--- config.mk ---
export PLATFORM = sky130hd
export DESIGN_NAME = fwd_scoreboard
export DESIGN_NICKNAME = d
export VERILOG_FILES = /design/src/rtl/fwd_scoreboard.sv
export SDC_FILE = /design/constraint.sdc
export NUM_CORES = 1
export LEC_CHECK = 0
export CAP_MARGIN = 15
export CORE_AREA = 3 3 156 158
export DETAILED_ROUTE_END_ITERATION = 10
export DIE_AREA = 0 0 159 161
export PLACE_DENSITY = 0.61
export SLEW_MARGIN = 10
export SYNTH_ARGS = -nofsm -noshare
export SYNTH_HDL_FRONTEND = slang
export SYNTH_SLANG_ARGS = --single-unit
export TNS_END_PERCENT = 20
--- constraint.sdc ---
create_clock -name clk -period 4.78 [get_ports clk]
set_clock_uncertainty 0.05 [all_clocks]
set_input_delay 0.956 -clock clk [delete_from_list [all_inputs] [get_ports clk]]
set_output_delay 0.956 -clock clk [all_outputs]
set_load 0.1 [all_outputs]
--- src/rtl/fwd_scoreboard.sv ---
// Scoreboard-based operand forwarding and decode stall unit.
// Define FWD_MDU_BUSY_EN to stall decode while the mul/div unit is busy.
module fwd_scoreboard #(
  parameter int NREAD = 4,
  parameter int DEPTH = 3,
  parameter int AW    = 5,
  parameter int DW    = 32,
  parameter int TW    = 2
) (
  input  logic               clk,
  input  logic               reset,
  input  logic               iss_valid,
  input  logic [AW-1:0]      iss_waddr,
  input  logic [TW-1:0]      iss_tnew,
  input  logic [DEPTH*DW-1:0] stage_data,
  input  logic [NREAD*AW-1:0] rd_addr,
  input  logic [NREAD*TW-1:0] rd_tuse,
  input  logic [NREAD*DW-1:0] rd_regfile,
  output logic [NREAD*DW-1:0] fwd_data,
  output logic [NREAD-1:0]   fwd_hit,
  output logic [NREAD-1:0]   fwd_pend,
  output logic               stall_d,
  input  logic               mdu_start,
  input  logic [3:0]         mdu_cycles,
  input  logic               mdu_use
);

  logic [DEPTH-1:0] vld_q, vld_d;
  logic [AW-1:0]    addr_q [DEPTH];
  logic [AW-1:0]    addr_d [DEPTH];
  logic [TW-1:0]    tnew_q [DEPTH];
  logic [TW-1:0]    tnew_d [DEPTH];
  logic [NREAD-1:0] stall_req;
  logic             mdu_stall;

  // A stalled decode slot enters E as a bubble.
  always_comb begin
    vld_d     = '0;
    vld_d[0]  = iss_valid & ~stall_d & (iss_waddr != '0);
    addr_d[0] = iss_waddr;
    tnew_d[0] = iss_tnew;
    for (int k = 1; k < DEPTH; k++) begin
      vld_d[k]  = vld_q[k-1];
      addr_d[k] = addr_q[k-1];
      tnew_d[k] = (tnew_q[k-1] != '0) ? tnew_q[k-1] - TW'(1) : '0;
    end
  end

  always_ff @(posedge clk or negedge reset) begin
    if (!reset) begin
      vld_q <= '0;
      for (int k = 0; k < DEPTH; k++) begin
        addr_q[k] <= '0;
        tnew_q[k] <= '0;
      end
    end else begin
      vld_q  <= vld_d;
      addr_q <= addr_d;
      tnew_q <= tnew_d;
    end
  end

  // Lowest k is the youngest producer and shadows older ones.
  always_comb begin
    logic          found;
    logic [AW-1:0] ra;
    logic [TW-1:0] tu;
    fwd_data  = rd_regfile;
    fwd_hit   = '0;
    fwd_pend  = '0;
    stall_req = '0;
    for (int p = 0; p < NREAD; p++) begin
      found = 1'b0;
      ra    = rd_addr[p*AW +: AW];
      tu    = rd_tuse[p*TW +: TW];
      for (int k = 0; k < DEPTH; k++) begin
        if (!found && vld_q[k] && ra != '0 && addr_q[k] == ra) begin
          found = 1'b1;
          if (tnew_q[k] == '0) begin
            fwd_hit[p]            = 1'b1;
            fwd_data[p*DW +: DW]  = stage_data[k*DW +: DW];
          end else if (tnew_q[k] <= tu) begin
            fwd_pend[p] = 1'b1;
          end else begin
            stall_req[p] = 1'b1;
          end
        end
      end
    end
  end

`ifdef FWD_MDU_BUSY_EN
  logic [3:0] mdu_cnt_q, mdu_cnt_d;

  always_comb begin
    mdu_cnt_d = mdu_cnt_q;
    if (mdu_start & iss_valid & ~stall_d)
      mdu_cnt_d = mdu_cycles;
    else if (mdu_cnt_q != 4'd0)
      mdu_cnt_d = mdu_cnt_q - 4'd1;
  end

  always_ff @(posedge clk or negedge reset) begin
    if (!reset) mdu_cnt_q <= 4'd0;
    else        mdu_cnt_q <= mdu_cnt_d;
  end

  assign mdu_stall = mdu_use & (mdu_cnt_q != 4'd0);
`else
  logic unused_mdu;
  assign unused_mdu = ^{mdu_start, mdu_cycles, mdu_use};
  assign mdu_stall  = 1'b0;
`endif

  assign stall_d = (|stall_req) | mdu_stall;

endmodule
# Word level (Yosys, flattened, before mapping)

Cells that the tools add are included.

$add $sub $neg: 2
Multiply operators: 0
Div/mod/pow operators: 0
Magnitude comparators: 12
Eq/ne operators: 12
Shift-type cells: 0
Mux-type cells: 127
Bitwise operators: 3
Reductions and logical operators: 51

Operator list:

| cell                  | number |
|---|---|
| $mux W32              | 24 |
| $mux W1               | 101 |
| $eq A5 B5 Y1          | 12 |
| $logic_and A1 B1 Y1   | 32 |
| $reduce_bool A5 Y1    | 5 |
| $le A2 B2 Y1          | 12 |
| $logic_not A1 Y1      | 8 |
| $logic_not A2 Y1      | 3 |
| $mux W2               | 2 |
| $reduce_bool A2 Y1    | 2 |
| $reduce_or A4 Y1      | 1 |
| $sub A2 B1 Y2 const B | 2 |
| $and A1 B1 Y1         | 2 |
| $not A1 Y1            | 1 |

Flip-flop bits (word level): 24
Bits in latches: 0
RAM bits: 0
ROM bits: 0
Output and inout bits: 137
Word-level logic and storage cells: 214
Memories: 0

# Logic depth before layout (Yosys ltp)

Gate-level depths: netlist of the first run.

Word-level depth: 18
Mapped depth: 10
Gate-level depth less buffers: 8

# Worst setup path after synthesis of the first run

Ideal clock, no wire load.

Path type: input -> output
From: input port rd_addr[3]
To: output port fwd_data[31]
Data arrival time: 4.620 ns
Data required time: 3.774 ns
Setup slack: -0.846 ns
Stages on the path: 9
Path buffers: 3
Cells stage by stage: or4_1 nor2_1 or4_1 clkbuf_1 or3_1 buf_2 buf_2 o21ai_0 o21ai_0

Longest elaborated chain between the ends: 14
Elaborated cells on any way between the ends: 21
Those cells by class: eq/ne: 3; mux: 7; reduce/logical: 11

RTL lines:

| what                             | line | text |
|---|---|---|
| start: declaration               | 16   | `input logic [NREAD*AW-1:0] rd_addr,` |
| $reduce_bool A5 Y1               | 77   | `if (!found && vld_q[k] && ra != '0 && addr_q[k] == ra) begin` |
| $logic_and A1 B1 Y1 (2 in a row) | 77   |  |
| $mux W1                          | 77   |  |
| $logic_not A1 Y1                 | 77   |  |
| $logic_and A1 B1 Y1 (3 in a row) | 77   |  |
| $mux W1                          | 77   |  |
| $logic_not A1 Y1                 | 77   |  |
| $logic_and A1 B1 Y1 (3 in a row) | 77   |  |
| $mux W32 (*)                     | 77   |  |
| end: declaration                 | 19   | `output logic [NREAD*DW-1:0] fwd_data,` |

Every way passes the cells marked *; elsewhere a longest branch is shown, timed or not.

# Final worst setup path of the first run

From: input port rd_addr[11]
To: output port fwd_data[88]

The elaborated chain is that of the path after synthesis.

==> results of run 1 <==
power by group:
group,internal (mW),switching (mW),total (mW)
Clock,0.128,0.0718,0.200
Combinational,0.660,0.923,1.58
Sequential,0.214,0.0222,0.236
worst paths after layout:
kind                           endpoint        start  cells after the start
setup / recovery           fwd_data[88]  rd_addr[11]                      9
hold / removal                tnew_q[2]    tnew_q[4]                      1
setup reg to reg               vld_q[0]    addr_q[2]                      6
hold reg to reg               tnew_q[2]    tnew_q[4]                      1
max in group asynchronous      vld_q[1]        reset                      1
min in group asynchronous     tnew_q[5]        reset                      1
layer usage:
layer  track usage, %  vias up  part of all wire [%]
met5                0        -                 0.034
met4             5.57        2                   2.1
met3             5.21       50                   6.5
met2             47.0      341                    50
met1             32.6     3923                    41
li1                 -     3883                     -
placed cells by master (no fill, tap or decap), types with 9 or more instances in the layout:
| master | synthesis | final |
|---|---|---|
| mux2_1 | 21 | 21 |
| dfrtp_1 | 24 | 24 |
| xor2_1 | 12 | 12 |
| o21a_1 | 64 | 64 |
| or4_1 | 11 | 9 |
| mux2i_1 | 127 | 127 |
| inv_1 | 12 | 12 |
| nand4_1 | 16 | 16 |
| clkdlybuf4s50_1 | 0 | 260 |
| nor2b_1 | 11 | 11 |
| nor2_1 | 17 | 15 |
| buf_12 | 0 | 156 |
| o21ai_0 | 19 | 10 |
| a21oi_1 | 11 | 11 |
| xnor2_1 | 48 | 48 |
| ha_1 | 24 | 24 |
| mux2_2 | 42 | 42 |
| a22o_1 | 64 | 64 |
| buf_4 | 0 | 36 |
| nand2_1 | 138 | 138 |
| o21ai_1 | 57 | 58 |
area by class of cell:
cell class	count	share of cell area [%]
inverters	12	0.353
flip-flops and latches	24	4.70
multi-input cells	737	43.8
clock buffers	4	0.696
repair buffers	456	47.3
diodes	4	0.0784
well taps	319	3.13
flip-flops by register name, summed over array words and instances, names as in the netlist:
name	flops
tnew_q	6
addr_d	10
vld_q	3
addr_q	5
logic make-up after synthesis:
kind of cell,after synthesis,synth area share [%]
AOI/OAI and AO/OA,231,24.7
xor gates and xnor gates,60,8.06
adders and majority gates,24,4.60
buffers and inverters,92,6.35
DFF,24,9.21
muxes,190,30.4
and+or+nand+nor,232,16.7
per-stage QoR:
step | instance area [µm²] | worst slack, ps
3_3_place_gp | 12600 | 95.5
5_1_grt | 12800 | 1.58
4_1_cts | 12700 | 90.2
3_5_place_dp | 12600 | 93.6
2_1_floorplan | 6550 | -304
6_report | 12800 | 106
what timing repair did:
item	CTS	global route
resized for setup	0	7
setup endpoints to repair	0	23
buffers inserted	0	0
==> results.toml, run 1 <==
[outcome]
status = "completed"

[yosys]
synth_commonest_cells = "nand2_1 (138), mux2i_1 (127), a22o_1 (64), o21a_1 (64), o21ai_1 (57)"
syn_nets = 1145
yosysSeqAreaShare_pct = 9.21
avgSynthCellArea_um2 = 7.65
synth.most_common_cell = "nand2_1"
syn-cell-area_um2 = 6520
synth_seq_cells = 24
synth_top_area_share_pct = 19.5
synthArstFlopShare_pct = 100
yosysTopAreaCell = "mux2i_1"
yosysWarnings = 0
synth-edff-count = 0
ys_types = 41
yosys-top-cells-area = "mux2i_1 (19%), dfrtp_1 (9.2%), a22o_1 (8.6%), nand2_1 (7.9%), o21a_1 (7.4%)"
syn_inst = 853
synth-main-ff-cell = "dfrtp_1"

[route]
drt_iter0_drc = 427
ant_nets = 0
drc = 0
via_count = 8199
wl_um = 35500
vias_per_cell = 5.27
post_drt_wl_per_cell_um = 22.8
first_pass_iters = 5

[timing]
whs_ps = 461
period_needed_ps = 4670
setup_viol = 0
tightestPinTransition_ps = 548
max_freq_ghz = 0.214
slew_headroom_pct = 63.4
rsz0062_at_grt = "no"
hold_viol_final = 0
drv_slew = 0
fin_setup_tns_ps = 0
fin_crit_sh_pct = 97.8

[global_routing]
grt_max_degree = 52
antenna_found_initial = 5
grt_overflow = 0
grt_pass1_wl_um = 52900
grt_pass1_vias = 8225
grt_use_total_pct = 26.2

[setup_path]
start_kind = "input pin"
cp.required_ps = 3770
path_buf_inv = 3
max_stage_delay_ps = 560
path_class = "input pin to output port"
crit_fanout = 51
cp_slowest_cell = "or4_4"
cpMostUsedCell = "buf_12"
cp_cell_sequence = "clkdlybuf4s50_1 -> or4_4 -> o211ai_1 -> nor2_1 -> or3_2 -> buf_12 -> o21a_1 -> a22o_1 -> buf_12"
cpLargestDelayFamily = "simple AND/OR/NAND/NOR gates"
critPathCaptureType = "output port"
ff2ff_setup_slack_ps = 2460
worstPathArrival_ps = 3670

[power_and_ir_drop]
p_leak_nw = 5.44
p_per_area_nw_per_um2 = 158
ir_worst_vdd_mv = 0.168
p_total_mw = 2.02

[die]
die_h_um = 161
die_x_um = 159
ios = 405
fp-row-count = 56
fp.dieArea_um2 = 25600
core_um2 = 23300
start_util_pct = 28.0

[layout]
finalNonFillerCells = 1556
regArea_um2 = 601
syn_to_final_growth_pct = 95.7
drive_gt1_share_pct = 21.8
fillers = 2137
finish.utilization_pct = 54.9
nets = 1526
multi_input_area_um2 = 5590

[placement]
post-dp-hpwl_um = 28200
io_buffers = 398
dpl.cell_count = 1548
globalplace.congestion = 0.953

[clock_tree]
clockBufferDepth = 2
cts_root_buffer = "clkbuf_16"
cts_buffers = 3
clock_sinks = 24
hold_buffers = 0
clk_pin_slew_ps = 60
clk_latency_ps = 260
htreeDepth = 1
cts_tree = "yes"

[min_path]
hp-class = "register to register"

[flow_run]
maxCapViolations = 0
Power figures use the tool's default switching activity.
==> run 2, diff against run 1 <==
--- a/config.mk
+++ b/config.mk
@@ -9,7 +9,8 @@
 export CORE_AREA = 3 3 156 158
 export DETAILED_ROUTE_END_ITERATION = 10
 export DIE_AREA = 0 0 159 161
-export PLACE_DENSITY = 0.61
+export DONT_BUFFER_PORTS = 1
+export PLACE_DENSITY = 0.39
 export SLEW_MARGIN = 10
 export SYNTH_ARGS = -nofsm -noshare
 export SYNTH_HDL_FRONTEND = slang
==> results.toml, run 2 (synthesis gave the netlist of run 1 again) <==
[route]
drc = 0
first_pass_iters = 5
ant_nets = 0
post_drt_wl_per_cell_um = 26.0
vias_per_cell = 5.65
wl_um = 32700
drt_iter0_drc = 445
via_count = 7108

[die]
fp-row-count = 56
fp.dieArea_um2 = 25600
ios = 405
start_util_pct = 28.0
core_um2 = 23300
die_h_um = 161
die_x_um = 159

[clock_tree]
htreeDepth = 1
hold_buffers = 0
cts_setup_buffers = 0
cts_root_buffer = "clkbuf_16"
clk_latency_ps = 250
cts_resized = 0
clock_sinks = 24
cts_tree = "yes"
clockBufferDepth = 2
cts_buffers = 3
clk_pin_slew_ps = 60

[flow_run]
maxCapViolations = 0

[power_and_ir_drop]
p_total_mw = 1.74
p_leak_nw = 4.22
p_per_area_nw_per_um2 = 178
ir_worst_vdd_mv = 0.291

[placement]
globalplace.congestion = 0.926
io_buffers = 0
post-dp-hpwl_um = 25800

[setup_path]
critPathCaptureType = "output port"
reg2regPathDepth = 7
path_class = "input pin to output port"
cp.required_ps = 3770
start_kind = "input pin"
crit_fanout = 25
worstPathArrival_ps = 3570

[layout]
multi_input_area_um2 = 5790
syn_to_final_growth_pct = 49.6
nets = 1232
finish.utilization_pct = 42.0
drive_gt1_share_pct = 30.9
fillers = 2340
final_cell_mix = "nand2_1 (138), mux2i_1 (127), buf_12 (123), o21ai_2 (66)"
largest_reg_flops = 10
regArea_um2 = 601
mostFrequentLayoutCell = "nand2_1"

[outcome]
status = "completed"

[global_routing]
grt_max_degree = 65
grt_use_total_pct = 24.1
antenna_found_initial = 3
grt_overflow = 0
grt_pass1_wl_um = 48000
grt_pass1_vias = 7067

[timing]
drv_slew = 0
tightestPinTransition_ps = 1020
period_needed_ps = 4570
max_freq_ghz = 0.219
fin_crit_sh_pct = 95.6
whs_ps = 340
rsz0062_at_grt = "no"
hold_viol_final = 0
slew_headroom_pct = 31.7
fin_setup_tns_ps = 0
setup_viol = 0

[min_path]
hp-class = "input pin to asynchronous set/reset pin"
==> run 2: cell type report <==
cell class	instances	area share, %
clock inverters	1	0.308
clock buffers	3	0.769
inverters	12	0.461
well taps	319	4.09
flip-flops and latches	24	6.15
multi-input cells	737	59.4
diodes	1	0.0256
repair buffers	162	28.8
==> run 2: power by group <==
group / internal [mW] / total [mW] / switching (mW)
Combinational: 0.444 / 1.27 / 0.826
Sequential: 0.214 / 0.234 / 0.0198
Clock: 0.166 / 0.235 / 0.0685
Total: 0.824 / 1.74 / 0.914
==> run 2: critical path, stage by stage <==
cell     delay, ps
xnor2_1        120
nand4_1        210
nor3_2         860
buf_4          620
mux2i_1        250
nand2_1         70
a22o_1         200
buf_4          240
==> run 2: per-stage QoR <==
step                instances  worst slack [ps]  instance area [µm²]
finish                   1259               209                 9760
global route             1258              37.6                 9760
CTS                      1258               200                 9760
detailed placement       1254               204                 9650
global placement         1254               234                 9650
floorplan                 853              -304                 6550
==> run 2: path summary, 6_finish.rpt <==
check | slack, ps | startpoint | endpoint
max | 210 | rd_addr[11] | fwd_data[70]
min | 340 | reset | addr_q[4]
max reg2reg | 2360 | addr_d[5] | vld_q[0]
min reg2reg | 440 | tnew_q[2] | tnew_q[0]
max in group asynchronous | 4270 | reset | tnew_q[0]
min in group clk | 440 | tnew_q[2] | tnew_q[0]
==> run 2: metal layers <==
metal	vias to the layer above	global-route usage, %	part of all wire (%)
met5	-	0	0.13
met4	6	4.74	1.9
met3	48	7.34	8.6
met2	336	42.7	49
met1	3402	29.1	40
li1	3316	-	-
